===== src/rtl/serial_pkg.sv =====
// Shared types and constants for the bit-serial transmit path.
// PAR is only reached when SERIAL_WORD_TX_PARITY_EN is defined.
package serial_pkg;

   typedef enum logic [1:0] {
      IDLE,
      CLR,
      SHIFT,
      PAR
   } state_t;

   localparam int SER_W_DEFAULT = 8;
   localparam int CLR_CYCLES    = 1;

endpackage


===== src/rtl/serial_word_tx.sv =====
// Parallel-in, LSB-first serial-out word transmitter with frame-clear strobe.
// Define SERIAL_WORD_TX_PARITY_EN to append an even-parity bit per frame.
module serial_word_tx
   import serial_pkg::*;
#(
   parameter int W = SER_W_DEFAULT
) (
   input  logic         clk,
   input  logic         reset,
   input  logic         load_valid,
   input  logic [W-1:0] load_data,
   output logic         load_ready,
   input  logic         ser_hold,
   output logic         ser_clr,
   output logic         ser_bit,
   output logic         ser_valid,
   output logic         done
);

   localparam int CW = (W > 1) ? $clog2(W) : 1;
   localparam logic [CW-1:0] LAST = CW'(W - 1);

   state_t         r_state;
   logic [W-1:0]   r_sreg;
   logic [CW-1:0]  r_cnt;
   logic           r_ready;
   logic           r_clr;
   logic           r_bit;
   logic           r_valid;
   logic           r_done;

   state_t         w_state;
   logic [W-1:0]   w_sreg;
   logic [CW-1:0]  w_cnt;
   logic           w_clr;
   logic           w_bit;
   logic           w_valid;
   logic           w_done;

`ifdef SERIAL_WORD_TX_PARITY_EN
   logic           r_par;
`endif

   // Outputs are registered, so next-cycle output values are built here
   // alongside next state; a held cycle shows as a bubble one cycle later.
   always_comb begin
      w_state = r_state;
      w_sreg  = r_sreg;
      w_cnt   = r_cnt;
      w_clr   = 1'b0;
      w_bit   = r_bit;
      w_valid = 1'b0;
      w_done  = 1'b0;
      unique case (r_state)
         IDLE: begin
            w_bit = 1'b0;
            if (load_valid) begin
               w_state = CLR;
               w_sreg  = load_data;
               w_clr   = 1'b1;
            end
         end
         CLR: begin
            w_state = SHIFT;
            w_cnt   = '0;
            w_valid = 1'b1;
            w_bit   = r_sreg[0];
            w_sreg  = r_sreg >> 1;
         end
         SHIFT: begin
            if (r_valid && (r_cnt == LAST)) begin
`ifdef SERIAL_WORD_TX_PARITY_EN
               w_state = PAR;
               if (!ser_hold) begin
                  w_valid = 1'b1;
                  w_bit   = r_par;
               end
`else
               w_state = IDLE;
               w_done  = 1'b1;
               w_bit   = 1'b0;
`endif
            end else if (!ser_hold) begin
               w_valid = 1'b1;
               w_bit   = r_sreg[0];
               w_sreg  = r_sreg >> 1;
               w_cnt   = r_cnt + CW'(1);
            end
         end
`ifdef SERIAL_WORD_TX_PARITY_EN
         PAR: begin
            if (r_valid) begin
               w_state = IDLE;
               w_done  = 1'b1;
               w_bit   = 1'b0;
            end else if (!ser_hold) begin
               w_valid = 1'b1;
               w_bit   = r_par;
            end
         end
`endif
         default: begin
            w_state = IDLE;
         end
      endcase
   end

   always_ff @(posedge clk) begin
      if (reset) begin
         r_state <= IDLE;
         r_sreg  <= '0;
         r_cnt   <= '0;
         r_ready <= 1'b1;
         r_clr   <= 1'b0;
         r_bit   <= 1'b0;
         r_valid <= 1'b0;
         r_done  <= 1'b0;
      end else begin
         r_state <= w_state;
         r_sreg  <= w_sreg;
         r_cnt   <= w_cnt;
         r_ready <= (w_state == IDLE);
         r_clr   <= w_clr;
         r_bit   <= w_bit;
         r_valid <= w_valid;
         r_done  <= w_done;
      end
   end

`ifdef SERIAL_WORD_TX_PARITY_EN
   always_ff @(posedge clk) begin
      if (reset) begin
         r_par <= 1'b0;
      end else if ((r_state == IDLE) && load_valid) begin
         r_par <= ^load_data;
      end
   end
`endif

   assign load_ready = r_ready;
   assign ser_clr    = r_clr;
   assign ser_bit    = r_bit;
   assign ser_valid  = r_valid;
   assign done       = r_done;

endmodule


===== config.mk =====
export PLATFORM = sky130hd
export DESIGN_NAME = serial_word_tx
export DESIGN_NICKNAME = d
export VERILOG_FILES = /design/src/rtl/serial_pkg.sv /design/src/rtl/serial_word_tx.sv
export SDC_FILE = /design/constraint.sdc
export NUM_CORES = 1
export LEC_CHECK = 0
export CAP_MARGIN = 30
export CORE_MARGIN = 5
export CORE_UTILIZATION = 50
export DETAILED_ROUTE_END_ITERATION = 6
export PLACE_DENSITY = 0.77
export SYNTH_ARGS = -nofsm -noshare
export SYNTH_HDL_FRONTEND = slang
export SYNTH_SLANG_ARGS = --single-unit

===== constraint.sdc =====
create_clock -name clk -period 2.05 [get_ports clk]
set_input_delay 0.5125 -clock clk [delete_from_list [all_inputs] [get_ports clk]]
set_output_delay 0.5125 -clock clk [all_outputs]
set_load 0.02 [all_outputs]

==> impl_results.md <==
- Outcome: completed
- Yosys reg bits: 18
- Hold_ws: 0.4684 ns
- Final min period: 1.832 ns
- Hold path depth: 2
- Commonest non-fill, non-tap cell in the layout: nand2_1
- Total track usage: 13.94%
- First-pass GRT wire length: 2946 µm
- Setup violators final: 0
- Drt wl/cell: 12.33 µm
- DRT iter0 DRCs: 13
- Least-Margin Pin Slew: 0.4857 ns
- Die H: 53.24 µm
- Required time of the critical path: 1.54 ns
- H-tree level count: 1
- Port bufs: 16
- Met3 GRT Util: 2.535%
- GRT met2 Usage: 24.69%
- Storage cell area: 360.3 µm²
- Post-Syn Instances: 99
- Max-slew violation count: 0
- Crit path max fanout: 5
- Die W: 53.24 µm
- Share of layout cells above drive strength 1: 13.45%
- Synth-to-layout area growth: 24.23%
- Sequential fraction of the synthesis area: 38.55%
- Reg2reg setup slack: 0.25 ns
- Final hold vios: 0
- Relative slew slack: 67.43%
- Commonest cells after routing, fill and taps aside: 19 x nand2_1, 18 x dfxtp_1, 16 x clkdlybuf4s50_1
- CP peak stage delay: 0.63 ns
- Reg2reg path depth: 5
- Detail Route Antenna Nets: 0
- Worst-Skew Late Latency: 0.29 ns
- NumNets Final: 138
- Critical path arrival: 1.32 ns
- WS Path Type: reg -> out
- Synth Area per Inst: 9.441 µm²
- Met1 GRT Util: 16.41%
- Critical path's slowest cell: clkdlybuf4s50_1
- Placed instance area: 1125 µm²
- Max-Cap Viols: 0
- Startpoint Class: flip-flop
- Num Clock Sinks: 18
- Num CTS Buffers: 3
- GR peak layer: met2
- Multi-input logic area: 528.0 µm²
- Synth warn: 0
- Gr ovfl total: 0
- Clock transition at path regs: 0.11 ns
- Max Fclk: 0.5460 GHz
- Hold_buf cts: 0
- GP Congestion: 0.7521
- Num ports: 17
- Cell chain of the critical path: clkdlybuf4s50_1
- PwrDens: 760.0 nW/µm²
- Total number of vias: 766
- Initial antenna violation count: 0
- Design area: 1161 µm²
- Root buffer cell: clkbuf_4
- Vias per cell: 5.319
- Die ar.: 2834 µm²
- Cell row count: 15
- Yosys cell types: 30
- WP buf/inv: 1
- HPWL Detailed: 1355 µm
- Core area: 1745 µm²
- CTS Buffer Depth: 2
- Post-Route WL: 1776 µm
- Syn Std Cell Area: 934.6 µm²
- Critical path depth: 1
- Fillers: 141
- Critical path's top delay family: buffers and inverters
- VDD IR max: 492.1 µV
- Syn_nets: 117
- Starting density of the core: 53.55%
- Postcts setup bufs: 0
- Crit end category: output pin
- Leak: 0.4986 nW
- Final Cycle Share: 89.34%
- # diodes: 0
- Sum Neg Setup Slack: 0 ns
- Vias in the first global route: 706
- Resize count post-CTS: 0
- Pre-antenna DRT Iters: 4
- Largest net degree at the start of global routing: 20
- # DRC: 0
- TritonCTS clock tree: built
- RSZ-0062 raised after global routing: false
- Hold WC Path Type: reg -> reg
- Final clock skew: 0.01266 ns
[Yosys cell counts (all sizes together)]
cell / instances / area share, %
a211o: 1 / 0.94
a211oi: 2 / 1.6
a21bo: 1 / 1.1
a21boi: 2 / 1.6
a21o: 1 / 0.80
a21oi: 4 / 2.1
a31oi: 1 / 0.67
and3: 1 / 0.67
buf: 3 / 2.9
clkbuf: 1 / 0.40
clkinv: 1 / 0.40
dfxtp: 18 / 39
ha: 6 / 8.0
inv: 3 / 1.2
mux2: 7 / 8.4
mux2i: 9 / 9.6
nand2: 19 / 7.6
nand2b: 1 / 0.67
nand3b: 2 / 1.6
nor2: 3 / 1.2
nor2b: 1 / 0.67
nor3: 1 / 0.53
nor3b: 1 / 0.80
o2111ai: 1 / 0.94
o211a: 1 / 1.1
o211ai: 3 / 2.4
o21a: 2 / 1.6
o21ai: 2 / 1.1
or3: 1 / 0.67
[cells by family (layout without fill, tap and decap cells)]
logic type | Yosys count | in the layout | share of synthesized area, %
simple gates | 30 | 30 | 14.46
compound gates | 21 | 21 | 15.93
flops | 18 | 18 | 38.55
mux | 16 | 16 | 18.07
buf+inv | 8 | 28 | 4.952
fa+ha+maj | 6 | 6 | 8.032
[flip-flops by register name, summed over array words and instances, names as in the netlist]
| signal | cells |
|---|---|
| done | 1 |
| load_ready | 1 |
| r_cnt | 3 |
| r_sreg | 8 |
| r_state | 2 |
| ser_bit | 1 |
| ser_clr | 1 |
| ser_valid | 1 |
[final timing paths]
path,startpoint,end
worst max-delay path,ser_valid,ser_valid
worst min-delay path,r_sreg[2],r_sreg[2]
worst max register to register,r_state[0],r_sreg[6]
worst min register to register,r_sreg[2],r_sreg[2]
[per-stage QoR]
step           setup slack, ns  power, mW  util [%]  instances
2_1_floorplan           0.5271     0.6044         -         99
3_3_place_gp            0.1914     0.6640     64.44        140
3_5_place_dp            0.1675     0.6714     64.44        140
4_1_cts                 0.2082     0.8896     66.52        144
5_1_grt                 0.1363     0.9280     66.52        144
6_report                0.2184     0.8824     66.52        144
[final cells by class]
type | count | area share [%]
tap | 25 | 2.694
inverter | 4 | 1.293
multi-input combinational | 73 | 45.47
timing repair buffer | 20 | 16.38
sequential | 18 | 31.03
clock buffer | 4 | 3.125
[power breakdown]
part	switching [mW]	leakage [nW]	internal [mW]	total, mW
sequential	0.0221	0.147	0.388	0.410
clock	0.111	0.0210	0.108	0.220
combinational	0.121	0.330	0.132	0.253
total	0.255	0.499	0.628	0.882
[routing by layer]
| metal | routed length [µm] | up-vias |
|---|---|---|
| met5 | 0 | - |
| met4 | 14 | 0 |
| met3 | 58 | 2 |
| met2 | 883 | 10 |
| met1 | 820 | 364 |
| li1 | - | 390 |
No activity file was read; power rests on OpenSTA's default activity.
